`src/rtl/mdu_ctrl_pkg.sv`:
```
// mdu_ctrl_pkg: shared types and constants for the multiply/divide unit.
//   op_t         decoded HI/LO-class operation presented by the execute stage
//   mdu_state_t  controller FSM state
//   DIV_STEPS    iteration count of the radix-2 divider
package mdu_ctrl_pkg;

    typedef enum logic [3:0] {
        OpNone, OpMult, OpMultu, OpDiv, OpDivu, OpMthi, OpMtlo,
        OpMfhi, OpMflo, OpMul, OpMadd, OpMaddu, OpMsub, OpMsubu
    } op_t;

    typedef enum logic [1:0] {StIdle, StMul, StDiv, StDone} mdu_state_t;

    localparam int unsigned DIV_STEPS = 32;

    // Ops whose multiplier operands are treated as two's complement.
    function automatic logic op_is_signed(op_t op);
        return op inside {OpMult, OpMul, OpMadd, OpMsub};
    endfunction

    // Accumulating multiply family (optional in the build).
    function automatic logic op_is_acc(op_t op);
        return op inside {OpMadd, OpMaddu, OpMsub, OpMsubu};
    endfunction

endpackage

```
`src/rtl/mdu_ctrl_div.sv`:
```
// mdu_div: restoring radix-2 divider, one quotient bit per cycle.
//   clk, reset   clock, synchronous active-high reset
//   start        load operands (b must be non-zero)
//   a, b         dividend, divisor
//   is_signed    treat a/b as two's complement
//   kill         abandon the running division
//   busy         division in progress
//   q, r         signed-corrected quotient/remainder, valid while valid=1
//   valid        final step is being computed this cycle; results are
//                taken on the edge that ends it, 32 cycles after start
module mdu_div
    import mdu_ctrl_pkg::*;
(
    input  logic        clk,
    input  logic        reset,
    input  logic        start,
    input  logic [31:0] a,
    input  logic [31:0] b,
    input  logic        is_signed,
    input  logic        kill,
    output logic        busy,
    output logic [31:0] q,
    output logic [31:0] r,
    output logic        valid
);

    logic [31:0] rem_q, quo_q, dvs_q;
    logic [4:0]  cnt_q;
    logic        busy_q, neg_q_q, neg_r_q;

    logic [32:0] shifted, diff;
    logic [31:0] rem_n, quo_n;
    logic [31:0] mag_a, mag_b;

    assign mag_a = (is_signed && a[31]) ? (~a + 32'd1) : a;
    assign mag_b = (is_signed && b[31]) ? (~b + 32'd1) : b;

    // One restoring step: try subtracting the divisor from the shifted remainder.
    always_comb begin
        shifted = {rem_q, quo_q[31]};
        diff    = shifted - {1'b0, dvs_q};
        if (!diff[32]) begin
            rem_n = diff[31:0];
            quo_n = {quo_q[30:0], 1'b1};
        end else begin
            rem_n = shifted[31:0];
            quo_n = {quo_q[30:0], 1'b0};
        end
    end

    always_ff @(posedge clk) begin
        if (reset || kill) begin
            busy_q <= 1'b0;
            cnt_q  <= '0;
        end else if (start) begin
            rem_q   <= '0;
            quo_q   <= mag_a;
            dvs_q   <= mag_b;
            cnt_q   <= '0;
            busy_q  <= 1'b1;
            neg_q_q <= is_signed && (a[31] ^ b[31]);
            neg_r_q <= is_signed && a[31];
        end else if (busy_q) begin
            rem_q <= rem_n;
            quo_q <= quo_n;
            cnt_q <= cnt_q + 5'd1;
            if (cnt_q == 5'(DIV_STEPS - 1)) begin
                busy_q <= 1'b0;
            end
        end
    end

    assign busy  = busy_q;
    assign valid = busy_q && (cnt_q == 5'(DIV_STEPS - 1));
    assign q     = neg_q_q ? (~quo_n + 32'd1) : quo_n;
    assign r     = neg_r_q ? (~rem_n + 32'd1) : rem_n;

endmodule

```
`src/rtl/mdu_ctrl.sv`:
```
// mdu_ctrl: multiply/divide controller owning architectural HI/LO.
//   clk, reset        clock, synchronous active-high reset
//   in_valid/in_ready op handshake (ready only when idle)
//   in_op, in_a, in_b decoded op and rs/rt operands, latched at accept
//   flush             kill any in-flight op; beats same-cycle accept/completion
//   busy, done        not idle / one-cycle completion strobe
//   mul_res           low product of MUL, valid while done
//   unsup             strobe: accepted op not built into this configuration
//   hi, lo            architectural HI/LO
// Build option: define MDU_MADD_EN to execute MADD/MADDU/MSUB/MSUBU.
module mdu_ctrl
    import mdu_ctrl_pkg::*;
#(
    parameter int unsigned MUL_LAT = 3
) (
    input  logic        clk,
    input  logic        reset,
    input  logic        in_valid,
    output logic        in_ready,
    input  op_t         in_op,
    input  logic [31:0] in_a,
    input  logic [31:0] in_b,
    input  logic        flush,
    output logic        busy,
    output logic        done,
    output logic [31:0] mul_res,
    output logic        unsup,
    output logic [31:0] hi,
    output logic [31:0] lo
);

    mdu_state_t  state_q, state_d;
    op_t         op_q;
    logic [31:0] hi_q, hi_d, lo_q, lo_d, mul_res_q, mul_res_d;
    logic        unsup_q, unsup_d;

    logic        accept, mul_class, is_div, mul_start, div_start;
    logic [63:0] a_ext, b_ext, prod, prod_last;
    logic [63:0] prod_q [MUL_LAT];
    logic [MUL_LAT-1:0] mvld_q;
    logic        mul_fin;
    logic        div_busy, div_valid;
    logic [31:0] div_q, div_r;

    assign in_ready = (state_q == StIdle);
    assign accept   = in_valid && in_ready && !flush;

    always_comb begin
`ifdef MDU_MADD_EN
        mul_class = (in_op inside {OpMult, OpMultu, OpMul}) || op_is_acc(in_op);
`else
        mul_class = in_op inside {OpMult, OpMultu, OpMul};
`endif
    end

    assign is_div    = in_op inside {OpDiv, OpDivu};
    assign mul_start = accept && mul_class;
    assign div_start = accept && is_div && (in_b != 32'd0);

    // Low 64 bits of the extended product are correct for both signednesses.
    assign a_ext = {{32{op_is_signed(in_op) & in_a[31]}}, in_a};
    assign b_ext = {{32{op_is_signed(in_op) & in_b[31]}}, in_b};
    assign prod  = a_ext * b_ext;

    always_ff @(posedge clk) begin
        if (reset || flush) begin
            mvld_q <= '0;
        end else begin
            mvld_q[0] <= mul_start;
            for (int unsigned i = 1; i < MUL_LAT; i++) begin
                mvld_q[i] <= mvld_q[i-1];
            end
        end
    end

    always_ff @(posedge clk) begin
        prod_q[0] <= prod;
        for (int unsigned i = 1; i < MUL_LAT; i++) begin
            prod_q[i] <= prod_q[i-1];
        end
    end

    assign prod_last = prod_q[MUL_LAT-1];
    assign mul_fin   = (state_q == StMul) && mvld_q[MUL_LAT-1];

    mdu_div u_div (
        .clk       (clk),
        .reset     (reset),
        .start     (div_start),
        .a         (in_a),
        .b         (in_b),
        .is_signed (in_op == OpDiv),
        .kill      (flush),
        .busy      (div_busy),
        .q         (div_q),
        .r         (div_r),
        .valid     (div_valid)
    );

    always_comb begin
        state_d   = state_q;
        hi_d      = hi_q;
        lo_d      = lo_q;
        mul_res_d = mul_res_q;
        unsup_d   = 1'b0;
        unique case (state_q)
            StIdle: begin
                if (accept) begin
                    if (mul_class) begin
                        state_d = StMul;
                    end else if (is_div) begin
                        state_d = (in_b != 32'd0) ? StDiv : StDone;
                    end else if (in_op == OpMthi) begin
                        hi_d    = in_a;
                        state_d = StDone;
                    end else if (in_op == OpMtlo) begin
                        lo_d    = in_a;
                        state_d = StDone;
                    end
`ifndef MDU_MADD_EN
                    else if (op_is_acc(in_op)) begin
                        unsup_d = 1'b1;
                    end
`endif
                end
            end
            StMul: begin
                if (mul_fin) begin
                    state_d = StDone;
                    case (op_q)
                        OpMul: mul_res_d = prod_last[31:0];
`ifdef MDU_MADD_EN
                        OpMadd, OpMaddu: {hi_d, lo_d} = {hi_q, lo_q} + prod_last;
                        OpMsub, OpMsubu: {hi_d, lo_d} = {hi_q, lo_q} - prod_last;
`endif
                        default: {hi_d, lo_d} = prod_last;
                    endcase
                end
            end
            StDiv: begin
                if (div_valid) begin
                    state_d = StDone;
                    lo_d    = div_q;
                    hi_d    = div_r;
                end else if (!div_busy) begin
                    // Divider lost its operation; never strand the pipeline.
                    state_d = StIdle;
                end
            end
            StDone: state_d = StIdle;
        endcase
        if (flush) begin
            state_d   = StIdle;
            hi_d      = hi_q;
            lo_d      = lo_q;
            mul_res_d = mul_res_q;
            unsup_d   = 1'b0;
        end
    end

    always_ff @(posedge clk) begin
        if (reset) begin
            state_q   <= StIdle;
            op_q      <= OpNone;
            hi_q      <= '0;
            lo_q      <= '0;
            mul_res_q <= '0;
            unsup_q   <= 1'b0;
        end else begin
            state_q   <= state_d;
            hi_q      <= hi_d;
            lo_q      <= lo_d;
            mul_res_q <= mul_res_d;
            unsup_q   <= unsup_d;
            if (accept) begin
                op_q <= in_op;
            end
        end
    end

    assign busy    = (state_q != StIdle);
    assign done    = (state_q == StDone);
    assign mul_res = mul_res_q;
    assign unsup   = unsup_q;
    assign hi      = hi_q;
    assign lo      = lo_q;

endmodule

```
`config.mk`:
```
export PLATFORM = sky130hd
export DESIGN_NAME = mdu_ctrl
export DESIGN_NICKNAME = d
export VERILOG_FILES = /design/src/rtl/mdu_ctrl_pkg.sv /design/src/rtl/mdu_ctrl_div.sv /design/src/rtl/mdu_ctrl.sv
export SDC_FILE = /design/constraint.sdc
export NUM_CORES = 2
export LEC_CHECK = 0
export BUFFER_PORTS_ARGS = -buffer_cell sky130_fd_sc_hd__clkbuf_2
export CORE_MARGIN = 2
export CORE_UTILIZATION = 45
export DETAILED_ROUTE_END_ITERATION = 7
export GPL_ROUTABILITY_DRIVEN = 0
export PLACE_DENSITY = 0.7
export SLEW_MARGIN = 40
export SYNTH_ARGS = -nofsm -noshare
export SYNTH_HDL_FRONTEND = slang
export SYNTH_SLANG_ARGS = --single-unit
```
`constraint.sdc`:
```
create_clock -name clk -period 27 [get_ports clk]
set_input_delay 2.7 -clock clk [delete_from_list [all_inputs] [get_ports clk]]
set_output_delay 2.7 -clock clk [all_outputs]
set_load 0.005 [all_outputs]
```
==> out/results.ini <==
[status]
status=finished, violations left
violations=DRC

[floorplanning]
dieArea_mm2=0.128
start_util_pct=45.4
rows=129
ios=172
die_x_um=357
core_area_mm2=0.124
die_h_um=357

[timing]
hold_viol_final=0
finClkSkew_ps=28.6
timing.final.crit_period_ps=11830
fin_crit_sh_pct=43.8
worst_pin_slew_ps=845
grt_setup_unrepaired=false
setup_tns_ps=0
slew_headroom_pct=43.7
setup_viol=0
report.final.slew_viol_count=0
fmax_ghz=0.0846

[routing]
m1WireLength_um=64900
wl_met3_um=20600
vias_per_cell=5.58
maxUsedRoutingLayer=met5
drt_wl_total_um=172000
drc_errors=52
via_count=43265
drtAntennaViolNets=0
dr.pass1.iters=8
wl_per_cell_um=22.1
drtIter0Drc=3962
met2_length_um=75500

[cts]
cts_made_buffers=37
cts_tree=yes
ctsResizeCount=0
cts_max_path_buffers=3
cts_root_buffer=clkbuf_16
cts_hold_buffers=0
worstSkewPairLatency_ps=580
post_cts_buffers=0
htree_levels=2
path_clk_slew_ps=70
cts.sinks=402

[setup_path]
startpoint=in_op[2]
cpPeakStageDelay_ps=640
cp.required_ps=27510
cp_common_cell=fa_1
reg2reg_depth=22
worstSetupEndpointType=flop
crit_end=prod_q[0][62]
rr_startpoint=u_div.quo_q[31]
cp.depth=32
reg2reg_slack_ps=20330
r2r-end=hi[28]
path_buf_inv=7
path_max_fanout=22
worst_ep_arrival_time_ps=12340
crit_family=adder cells
cp-start-kind=primary input
criticalPathCategory=in2reg
cp_slowest_cell=a211oi_1

[flow_run]
maxCapViolCount=0

[grt]
antenna_found_initial=9
grt_remaining_overflow=0
grt_max_degree=69
first_global_vias=45060
track_usage_pct=27.2
grt_pass1_wl_um=264000

[finish]
design_area_mm2=0.0595
layout_common_cells=inv_1, fa_1, nand2_1
layout-drive-gt1-share_pct=6.44
layout_commonest_cell=inv_1
area_growth_pct=5.88
instances_no_fill=7758
nets=7543
n_fill_cell=11478

[placed_design]
port_buffers=171
dp_cells=7688
hpwlAfterDp_um=124000
placed_area_mm2=0.0583

[min_path]
holdCritStartpoint=prod_q[0][75]
hp-class=reg2reg
hold_depth=0

[yosys]
ys_ff_latch=402
ys_types=104
synth_top_area_share_pct=40.1
synth_area_mm2=0.0562
ys_seq_area_share_pct=16.1
ys.flop_type=dfxtp_1
async_flop_share_pct=0
syn_avg_cell_area_um2=9.11
syn-num-nets=7620
ys_top_cells_by_area=fa_1, dfxtp_1, inv_1, nand2_1, ha_1
ys_warn_count=0
synth_edf_count=98
synth_top_area_cell=fa_1
netlist_instances=6167

==> cell usage after synthesis, types with 25 or more instances <==
master	instances
inv_1	1193
a21oi_1	207
o41ai_1	25
o21ai_1	41
ha_1	255
nor2_1	262
nand3_1	33
a311oi_1	41
fa_1	1126
nand2b_1	27
and2_1	308
dfxtp_1	304
nand2_1	1082
a21o_1	51
mux2i_1	28
xor2_1	71
clkbuf_1	277
nor3_1	45
buf_1	64
o21ai_0	80
and3_1	34
xnor2_1	144
edfxtp_1	98
==> metrics by stage <==
| step | setup slack, ps | hold slack [ps] | util [%] |
|---|---|---|---|
| floorplan | 15800 | 310 | - |
| global placement | 14870 | 310 | 47.0 |
| detailed placement | 14600 | 312 | 47.1 |
| CTS | 15200 | 315 | 48.0 |
| global route | 14690 | 317 | 48.0 |
| finish | 15170 | 318 | 48.0 |
==> cells by family (layout without fill, tap and decap cells) <==
family	Yosys count	in the layout	share of synthesized area, %
multiplexers	29	29	0.524
flip-flops	402	402	16.1
AND/OR/NAND/NOR	1946	1946	15.8
adder cells (fa/ha/maj)	1381	1381	45.8
AO/OA/AOI/OAI	626	626	7.69
other	0	3	0
buffers and inverters	1567	1518	10.7
XOR/XNOR	216	216	3.38
==> state kept, by name (all words and copies together), names as in the netlist <==
signal,cells
prod_q,192
hi,32
lo,32
mul_res,32
u_div.dvs_q,32
u_div.quo_q,32
u_div.rem_q,32
u_div.cnt_q,5
op_q,4
mvld_q,3
state_q,2
u_div.busy,1
u_div.neg_q_q,1
u_div.neg_r_q,1
unsup,1
==> layout make-up <==
class | count | area, um2 | area share [%]
antenna | 3 | 7.51 | 0.0126
clock buffer | 45 | 1020 | 1.71
clock inverter | 22 | 168 | 0.282
inverter | 1194 | 4480 | 7.54
multi-input combinational | 4198 | 41200 | 69.3
sequential | 402 | 9030 | 15.2
tap | 1637 | 2050 | 3.44
timing repair buffer | 257 | 1510 | 2.54
==> metal layers <==
metal,GRT usage (%),vias to the layer above
met3,6.42,523
met2,41.9,2605
met1,35.4,21592
li1,-,18533
met5,0,-
met4,14.8,12
==> how the worst min path moves through the flow <==
stage                     endpoint
finish              prod_q[0][139]
global route         prod_q[0][92]
CTS                  prod_q[0][66]
detailed placement  prod_q[0][123]
global placement     prod_q[0][82]
floorplan           prod_q[0][100]
Power is left out: the tool's default activity adds up to more than one toggle a clock period on the data nets, which glitch-free logic cannot reach.
